$ cat config.mk
export PLATFORM = sky130hd
export DESIGN_NAME = clk_tick_stepper_flat
export DESIGN_NICKNAME = d
export VERILOG_FILES = /design/src/rtl/clk_tick_stepper_if.sv /design/src/rtl/clk_tick_stepper.sv /design/src/flat_wrapper.sv
export SDC_FILE = /design/constraint.sdc
export NUM_CORES = 1
export LEC_CHECK = 0
export CAP_MARGIN = 10
export CORE_ASPECT_RATIO = 1.75
export CORE_MARGIN = 2
export CORE_UTILIZATION = 55
export DETAILED_ROUTE_END_ITERATION = 8
export GPL_TIMING_DRIVEN = 1
export PLACE_DENSITY = 0.79
export SYNTH_ARGS = -nofsm -noshare
export SYNTH_HDL_FRONTEND = slang
export SYNTH_SLANG_ARGS = --single-unit
$ cat constraint.sdc
create_clock -name clk -period 2.3 [get_ports clk]
set_clock_uncertainty 0.05 [all_clocks]
set_input_delay 0.345 -clock clk [delete_from_list [all_inputs] [get_ports clk]]
set_output_delay 0.345 -clock clk [all_outputs]
set_load 0.01 [all_outputs]
$ cat src/rtl/clk_tick_stepper_if.sv
`default_nettype none
// ============================================================================
//  Module   : clk_tick_stepper_if
//  Purpose  : Control and status bundle between the tick stepper and its user.
//  Revision : 1.0  initial release
// ============================================================================
interface clk_tick_stepper_if #(
    parameter int CNT_W = 32
);
    logic             clk_div_in;
    logic             run;
    logic             step;
    logic             halt;
    logic             core_en;
    logic [CNT_W-1:0] tick_cnt;
    logic [1:0]       state;
    logic             stalled;

    modport master (
        output clk_div_in, run, step, halt,
        input  core_en, tick_cnt, state, stalled
    );

    modport slave (
        input  clk_div_in, run, step, halt,
        output core_en, tick_cnt, state, stalled
    );
endinterface
`default_nettype wire

$ cat src/rtl/clk_tick_stepper.sv
`default_nettype none
// ============================================================================
//  Module   : clk_tick_stepper
//  Purpose  : Turns rising edges of the divided clock into one-cycle core
//             enables, gated by a run/step/halt FSM, with tick count and stall
//             watchdog.
//  Revision : 1.0  initial release
// ============================================================================
module clk_tick_stepper #(
    parameter int SYNC_STAGES = 2,
    parameter int CNT_W       = 32,
    parameter int TIMEOUT     = 12500000
) (
    input  wire logic         clk,
    input  wire logic         rst,
    clk_tick_stepper_if.slave bus
);

    typedef enum logic [1:0] {
        S_IDLE  = 2'b00,
        S_RUN   = 2'b01,
        S_ARMED = 2'b10
    } state_t;

    localparam logic [CNT_W-1:0] c_wdog_max  = CNT_W'(TIMEOUT);
    localparam logic [CNT_W-1:0] c_wdog_last = CNT_W'(TIMEOUT - 1);

    logic [SYNC_STAGES-1:0] r_sync;
    logic                   r_prev;
    logic                   r_step_d;
    state_t                 r_state;
    state_t                 w_state_nxt;
    logic                   r_core_en;
    logic                   w_core_en_nxt;
    logic [CNT_W-1:0]       r_tick_cnt;
    logic [CNT_W-1:0]       r_wdog;
    logic                   r_stalled;
    logic                   w_rise;
    logic                   w_step_rise;
    logic                   w_active;

    assign w_rise      = r_sync[SYNC_STAGES-1] & ~r_prev;
    assign w_step_rise = bus.step & ~r_step_d;
    assign w_active    = (r_state == S_RUN) || (r_state == S_ARMED);

    // clk_div_in is asynchronous; only the last stage is ever used as data
    always_ff @(posedge clk) begin
        if (rst) begin
            r_sync   <= '0;
            r_prev   <= 1'b0;
            r_step_d <= 1'b0;
        end else begin
            r_sync   <= {r_sync[SYNC_STAGES-2:0], bus.clk_div_in};
            r_prev   <= r_sync[SYNC_STAGES-1];
            r_step_d <= bus.step;
        end
    end

    always_ff @(posedge clk) begin
        if (rst) begin
            r_state <= S_IDLE;
        end else begin
            r_state <= w_state_nxt;
        end
    end

    always_comb begin
        w_state_nxt   = r_state;
        w_core_en_nxt = w_rise & ~bus.halt & w_active;
        case (r_state)
            S_IDLE: begin
                if (bus.halt)        w_state_nxt = S_IDLE;
                else if (w_step_rise) w_state_nxt = S_ARMED;
                else if (bus.run)    w_state_nxt = S_RUN;
            end
            S_RUN: begin
                if (bus.halt) w_state_nxt = S_IDLE;
            end
            S_ARMED: begin
                if (bus.halt || w_rise) w_state_nxt = S_IDLE;
            end
            default: w_state_nxt = S_IDLE;
        endcase
    end

    always_ff @(posedge clk) begin
        if (rst) begin
            r_core_en  <= 1'b0;
            r_tick_cnt <= '0;
        end else begin
            r_core_en <= w_core_en_nxt;
            if (w_core_en_nxt) begin
                r_tick_cnt <= r_tick_cnt + CNT_W'(1);
            end
        end
    end

    // Leaving or sitting in IDLE clears the watchdog so stalled is never seen there
    always_ff @(posedge clk) begin
        if (rst) begin
            r_wdog    <= '0;
            r_stalled <= 1'b0;
        end else if (!w_active || w_state_nxt == S_IDLE || w_rise) begin
            r_wdog    <= '0;
            r_stalled <= 1'b0;
        end else begin
            if (r_wdog != c_wdog_max) begin
                r_wdog <= r_wdog + CNT_W'(1);
            end
            if (r_wdog == c_wdog_last) begin
                r_stalled <= 1'b1;
            end
        end
    end

    assign bus.core_en  = r_core_en;
    assign bus.tick_cnt = r_tick_cnt;
    assign bus.state    = r_state;
    assign bus.stalled  = r_stalled;

endmodule
`default_nettype wire

$ cat src/flat_wrapper.sv
// flat-port wrapper written by rule: the top's interface ports become plain ports
module clk_tick_stepper_flat 
#(
    parameter int SYNC_STAGES = 2,
    parameter int CNT_W       = 32,
    parameter int TIMEOUT     = 12500000
)
  (clk, rst, bus_clk_div_in, bus_run, bus_step, bus_halt, bus_core_en, bus_tick_cnt, bus_state, bus_stalled);
  clk_tick_stepper_if #(.CNT_W(CNT_W)) bus_i ();
  input  wire logic clk;
  input  wire logic rst;
  input wire logic [$bits(bus_i.clk_div_in)-1:0] bus_clk_div_in;
  input wire logic [$bits(bus_i.run)-1:0] bus_run;
  input wire logic [$bits(bus_i.step)-1:0] bus_step;
  input wire logic [$bits(bus_i.halt)-1:0] bus_halt;
  output wire logic [$bits(bus_i.core_en)-1:0] bus_core_en;
  output wire logic [$bits(bus_i.tick_cnt)-1:0] bus_tick_cnt;
  output wire logic [$bits(bus_i.state)-1:0] bus_state;
  output wire logic [$bits(bus_i.stalled)-1:0] bus_stalled;
  assign bus_i.clk_div_in = bus_clk_div_in;
  assign bus_i.run = bus_run;
  assign bus_i.step = bus_step;
  assign bus_i.halt = bus_halt;
  assign bus_core_en = bus_i.core_en;
  assign bus_tick_cnt = bus_i.tick_cnt;
  assign bus_state = bus_i.state;
  assign bus_stalled = bus_i.stalled;
  clk_tick_stepper #(.SYNC_STAGES(SYNC_STAGES), .CNT_W(CNT_W), .TIMEOUT(TIMEOUT)) u_core (.clk(clk), .rst(rst), .bus(bus_i));
endmodule
# Word-level counts from Yosys, hierarchy flattened
# Index checks and enable logic that the tools add are counted.
# W data, S select, Z words.
op_classes:
  add_sub_neg: 2
  multipliers: 0
  div_mod_pow: 0
  n_lt_le_gt_ge: 0
  n_eq_ne: 4
  shifts: 0
  n_mux: 6
  bitwise_logic: 7
  reduce_logical: 8
ops:
  columns: ["cell", "count"]
  rows:
  - ["$add A32 B1 Y32 const B", 2]
  - ["$eq A32 B24 Y1 const B", 1]
  - ["$ne A32 B24 Y1 const B", 1]
  - ["$mux W2", 5]
  - ["$pmux W2 S3", 1]
  - ["$and A1 B1 Y1", 4]
  - ["$logic_not A2 Y1", 2]
  - ["$logic_or A1 B1 Y1", 4]
  - ["$not A1 Y1", 3]
  - ["$eq A2 B1 Y1 const B", 1]
  - ["$eq A2 B2 Y1 const B", 1]
  - ["$reduce_or A2 Y1", 1]
  - ["$logic_not A1 Y1", 1]
word_totals:
  register_bits: 72
  latchBits: 0
  ramBits: 0
  romBits: 0
  inputBits: 6
  out_inout_bits: 36
  elab_cells: 35
  mem_count: 0

# Longest topological paths before layout
depth:
  depth_word: 9
  ltp_mapped: 9
  mapped_depth_nobuf: 7

# Worst setup path after synthesis
# No wires, ideal clock.
synth_path:
  path_kind: "register to register"
  start: "register u_core.r_state[0] (netlist: u_core.bus.state[0])"
  end: "register u_core.r_tick_cnt[21] (netlist: u_core.bus.tick_cnt[21])"
  setup_ns: 0.128
  t_arrival_ns: 1.736
  required_time_ns: 2.122
  setup_slack_ns: 0.387
  path_stages_with_launch: 10
  path_buffers: 2
  period_less_slack_ns: 1.913
  path_cell_list: "dfxtp_1 inv_1 ha_1 nand4bb_1 clkbuf_1 nor3_2 buf_4 nand4_1 xor2_1 nor2_1"
synth_between:
  elab_chain_len: 3
  word_cells_on_any_way: 4
  classes_between: "eq/ne (2); bitwise (1); reduce/logical (1)"
synth_lines:
  columns: ["element", "line", "source"]
  rows:
  - ["start, declared", "clk_tick_stepper.sv:31", "state_t r_state;"]
  - ["start signal, assigned", "clk_tick_stepper.sv:63", "r_state <= w_state_nxt;"]
  - ["$eq A2 B1 Y1 / $eq A2 B2 Y1 (equally long branches)", "clk_tick_stepper.sv:44", "assign w_active = (r_state == S_RUN) || (r_state == S_ARMED);"]
  - ["$logic_or A1 B1 Y1 *", "clk_tick_stepper.sv:44", null]
  - ["$and A1 B1 Y1 *", "clk_tick_stepper.sv:69", "w_core_en_nxt = w_rise & ~bus.halt & w_active;"]
  - ["end signal, assigned", "clk_tick_stepper.sv:93", "r_tick_cnt <= r_tick_cnt + CNT_W'(1);"]
  - ["end, declared", "clk_tick_stepper.sv:35", "logic [CNT_W-1:0] r_tick_cnt;"]
# Every way passes the cells marked *; elsewhere a longest branch is shown, timed or not.
# A chain may end at the register's enable or synchronous reset.

# Worst setup path after layout
# Same ends and word-level chain as after synthesis.

==> results.py <==
metrics = {
    "worst_setup_path": {
        "cp_max_fo": 12,
        "crit_family": "simple AND/OR/NAND/NOR gates",
        "start_kind": "register",
        "worstPathArrival_ns": 2.22,
        "max_stage_delay_ns": 0.41,
        "required_ns": 2.47,
        "crit_type": "reg -> reg",
        "slowest_stage": "dfxtp_1",
        "cp_cell_sequence": "inv_1 -> ha_1 -> nand4bb_1 -> nor3_2 -> buf_4 -> nand4_1 -> xor2_1 -> nor2_1",
        "worstSetupEndpointType": "register",
        "crit_buf_inv": 2,
    },
    "synth": {
        "ys_ff_latch": 72,
        "synth_area_leaders": "dfxtp_1 43%, xor2_1 13%, nor2_1 7.7%, nand4_1 4.3%, nand3_1 4.1%",
        "synthArstFlopShare": 0,
        "synth_edf_count": 0,
        "ys.flop_type": "dfxtp_1",
        "synth_top_area_cell": "dfxtp_1",
        "synth_fp_nets": 375,
        "yosys_warnings": 0,
        "synth_cells": 362,
        "syn-cell-area_um2": 3320,
        "netlist.area_leader.share": 0.435,
        "avgSynthCellArea_um2": 9.16,
        "seq_area_frac_synth": 0.435,
        "synth.distinct_cells": 39,
    },
    "floorplanning": {
        "coreArea_um2": 5830,
        "die_h_um": 107,
        "die_w_um": 62.7,
        "die_area_um2": 6690,
        "io_pins": 42,
        "start_util": 0.569,
        "fp-row-count": 37,
    },
    "cells_and_area": {
        "area_growth_pct": 23.2,
        "nets": 423,
        "mostFrequentLayoutCell": "dfxtp_1",
        "layout-drive-gt1-share": 0.0990,
        "antennaDiodeCount": 0,
        "fillCellCount": 468,
        "layout_common_cells": "72 x dfxtp_1, 68 x nor2_1, 51 x xor2_1",
    },
    "status": {
        "outcome": "finished, final reports clean",
    },
    "min_path": {
        "worstHoldPathType": "reg -> reg",
    },
    "detailed_routing": {
        "vias_per_cell": 5.48,
        "vias": 2694,
        "drc": 0,
        "first_pass_iters": 4,
        "wl_per_cell_um": 14.7,
        "drt_iter0_markers": 103,
        "ant_nets": 0,
        "wl_um": 7250,
    },
    "global_route": {
        "grt_max_degree": 40,
        "first_global_vias": 2666,
        "overflow": 0,
        "grt_use_total": 0.220,
        "grt_pass1_wl_um": 11800,
        "antenna_found_initial": 0,
    },
    "timing": {
        "fmax_ghz": 0.487,
        "layout_min_cycle_time_ns": 2.05,
        "setup_viol": 0,
        "rsz0062_at_grt": "no",
        "holdWs_ns": 0.423,
        "final_max_slew_viol_count": 0,
        "hold_viol": 0,
        "tns_ns": 0,
        "relSlewSlack": 0.561,
        "fin_crit_sh": 0.892,
        "tightest_slew_ns": 0.658,
    },
    "placement": {
        "gp_congestion": 0.844,
        "port_buffers": 41,
        "dp_hpwl_um": 4620,
    },
    "clock_network": {
        "cts_made_buffers": 9,
        "clkSinkCount": 72,
        "tritoncts": "built",
        "post-cts-setup-buffer-count": 0,
        "cts-root-buf": "clkbuf_8",
        "htreeDepth": 3,
        "cts_buffer_depth": 2,
        "clock_latency_ns": 0.34,
        "clkTransAtPathRegs_ns": 0.07,
    },
    "power_and_ir_drop": {
        "p_leak_nw": 1.43,
        "power_density_nw_per_um2": 637,
        "ir_worst_vdd_uv": 443,
        "finalPower_w": 0.00260,
    },
    "run": {
        "drv_cap": 0,
    },
}
==> routing by layer <==
layer  share of wire  routed length (um)  track usage
met5               0                   0            0
met4           0.025                 180        0.106
met3           0.046                 336       0.0493
met2            0.53                3850        0.400
met1            0.40                2890        0.236
==> area by class of cell <==
type | instances | area [um^2] | share of cell area
Sequential cell | 72 | 1440 | 0.353
Tap cell | 78 | 97.6 | 0.0239
Multi-Input combinational cell | 272 | 1800 | 0.442
Inverter | 8 | 30.0 | 0.00735
Clock buffer | 9 | 124 | 0.0303
Timing Repair Buffer | 47 | 455 | 0.111
Clock inverter | 6 | 133 | 0.0325
==> where the power goes <==
part	switching (W)	internal, W
Sequential	0.00000334	0.00125
Combinational	0.0000366	0.0000241
Clock	0.000466	0.000822
Total	0.000506	0.00210
==> sequential cells by signal (all words and copies together) (netlist names) <==
signal               count
u_core.r_sync            2
u_core.r_prev            1
u_core.r_step_d          1
u_core.bus.state         2
u_core.bus.tick_cnt     32
u_core.r_wdog           32
u_core.bus.core_en       1
u_core.bus.stalled       1
==> cells by family after synthesis <==
logic type,share of synthesized area
compound gates,0.0200
xor+xnor,0.161
fa+ha+maj,0.0264
buf+inv,0.0279
flops,0.435
mux,0.00302
simple gates,0.327
==> what timing repair did <==
action	in CTS	in global routing
resized for setup	0	1
hold buffers	0	0
endpoints found under the setup margin	0	16
==> path summary, 6_finish.rpt <==
kind                                           from                      end  slack [ns]  cells after the start
worst max-delay path            u_core.bus.state[0]  u_core.bus.tick_cnt[21]        0.25                      8
worst min-delay path               u_core.r_sync[0]         u_core.r_sync[1]        0.42                      1
worst max register to register  u_core.bus.state[0]  u_core.bus.tick_cnt[21]        0.25                      8
worst min register to register     u_core.r_sync[0]         u_core.r_sync[1]        0.42                      1
==> cell usage after synthesis, drive strengths merged (3+ instances only) <==
cell type and count:
a21oi 5, and3 6, and4 4, buf 6, clkbuf 5, dfxtp 72
ha 7, inv 8, nand2 23, nand2b 3, nand3 27, nand4 26
nor2 74, nor2b 4, nor3 7, nor4 8, nor4b 3, xnor2 10
xor2 51
==> through the flow <==
step | setup WS, ns | utilization | instance area (um^2) | instances
6_report | 0.248 | 0.700 | 4090 | 492
5_1_grt | 0.0349 | 0.700 | 4090 | 492
4_1_cts | 0.154 | 0.697 | 4060 | 491
3_5_place_dp | -0.0292 | 0.653 | 3810 | 476
3_3_place_gp | 0.0340 | 0.653 | 3810 | 476
2_1_floorplan | 0.387 | - | 3320 | 362
Note: power is estimated with default switching activity, not from simulation.
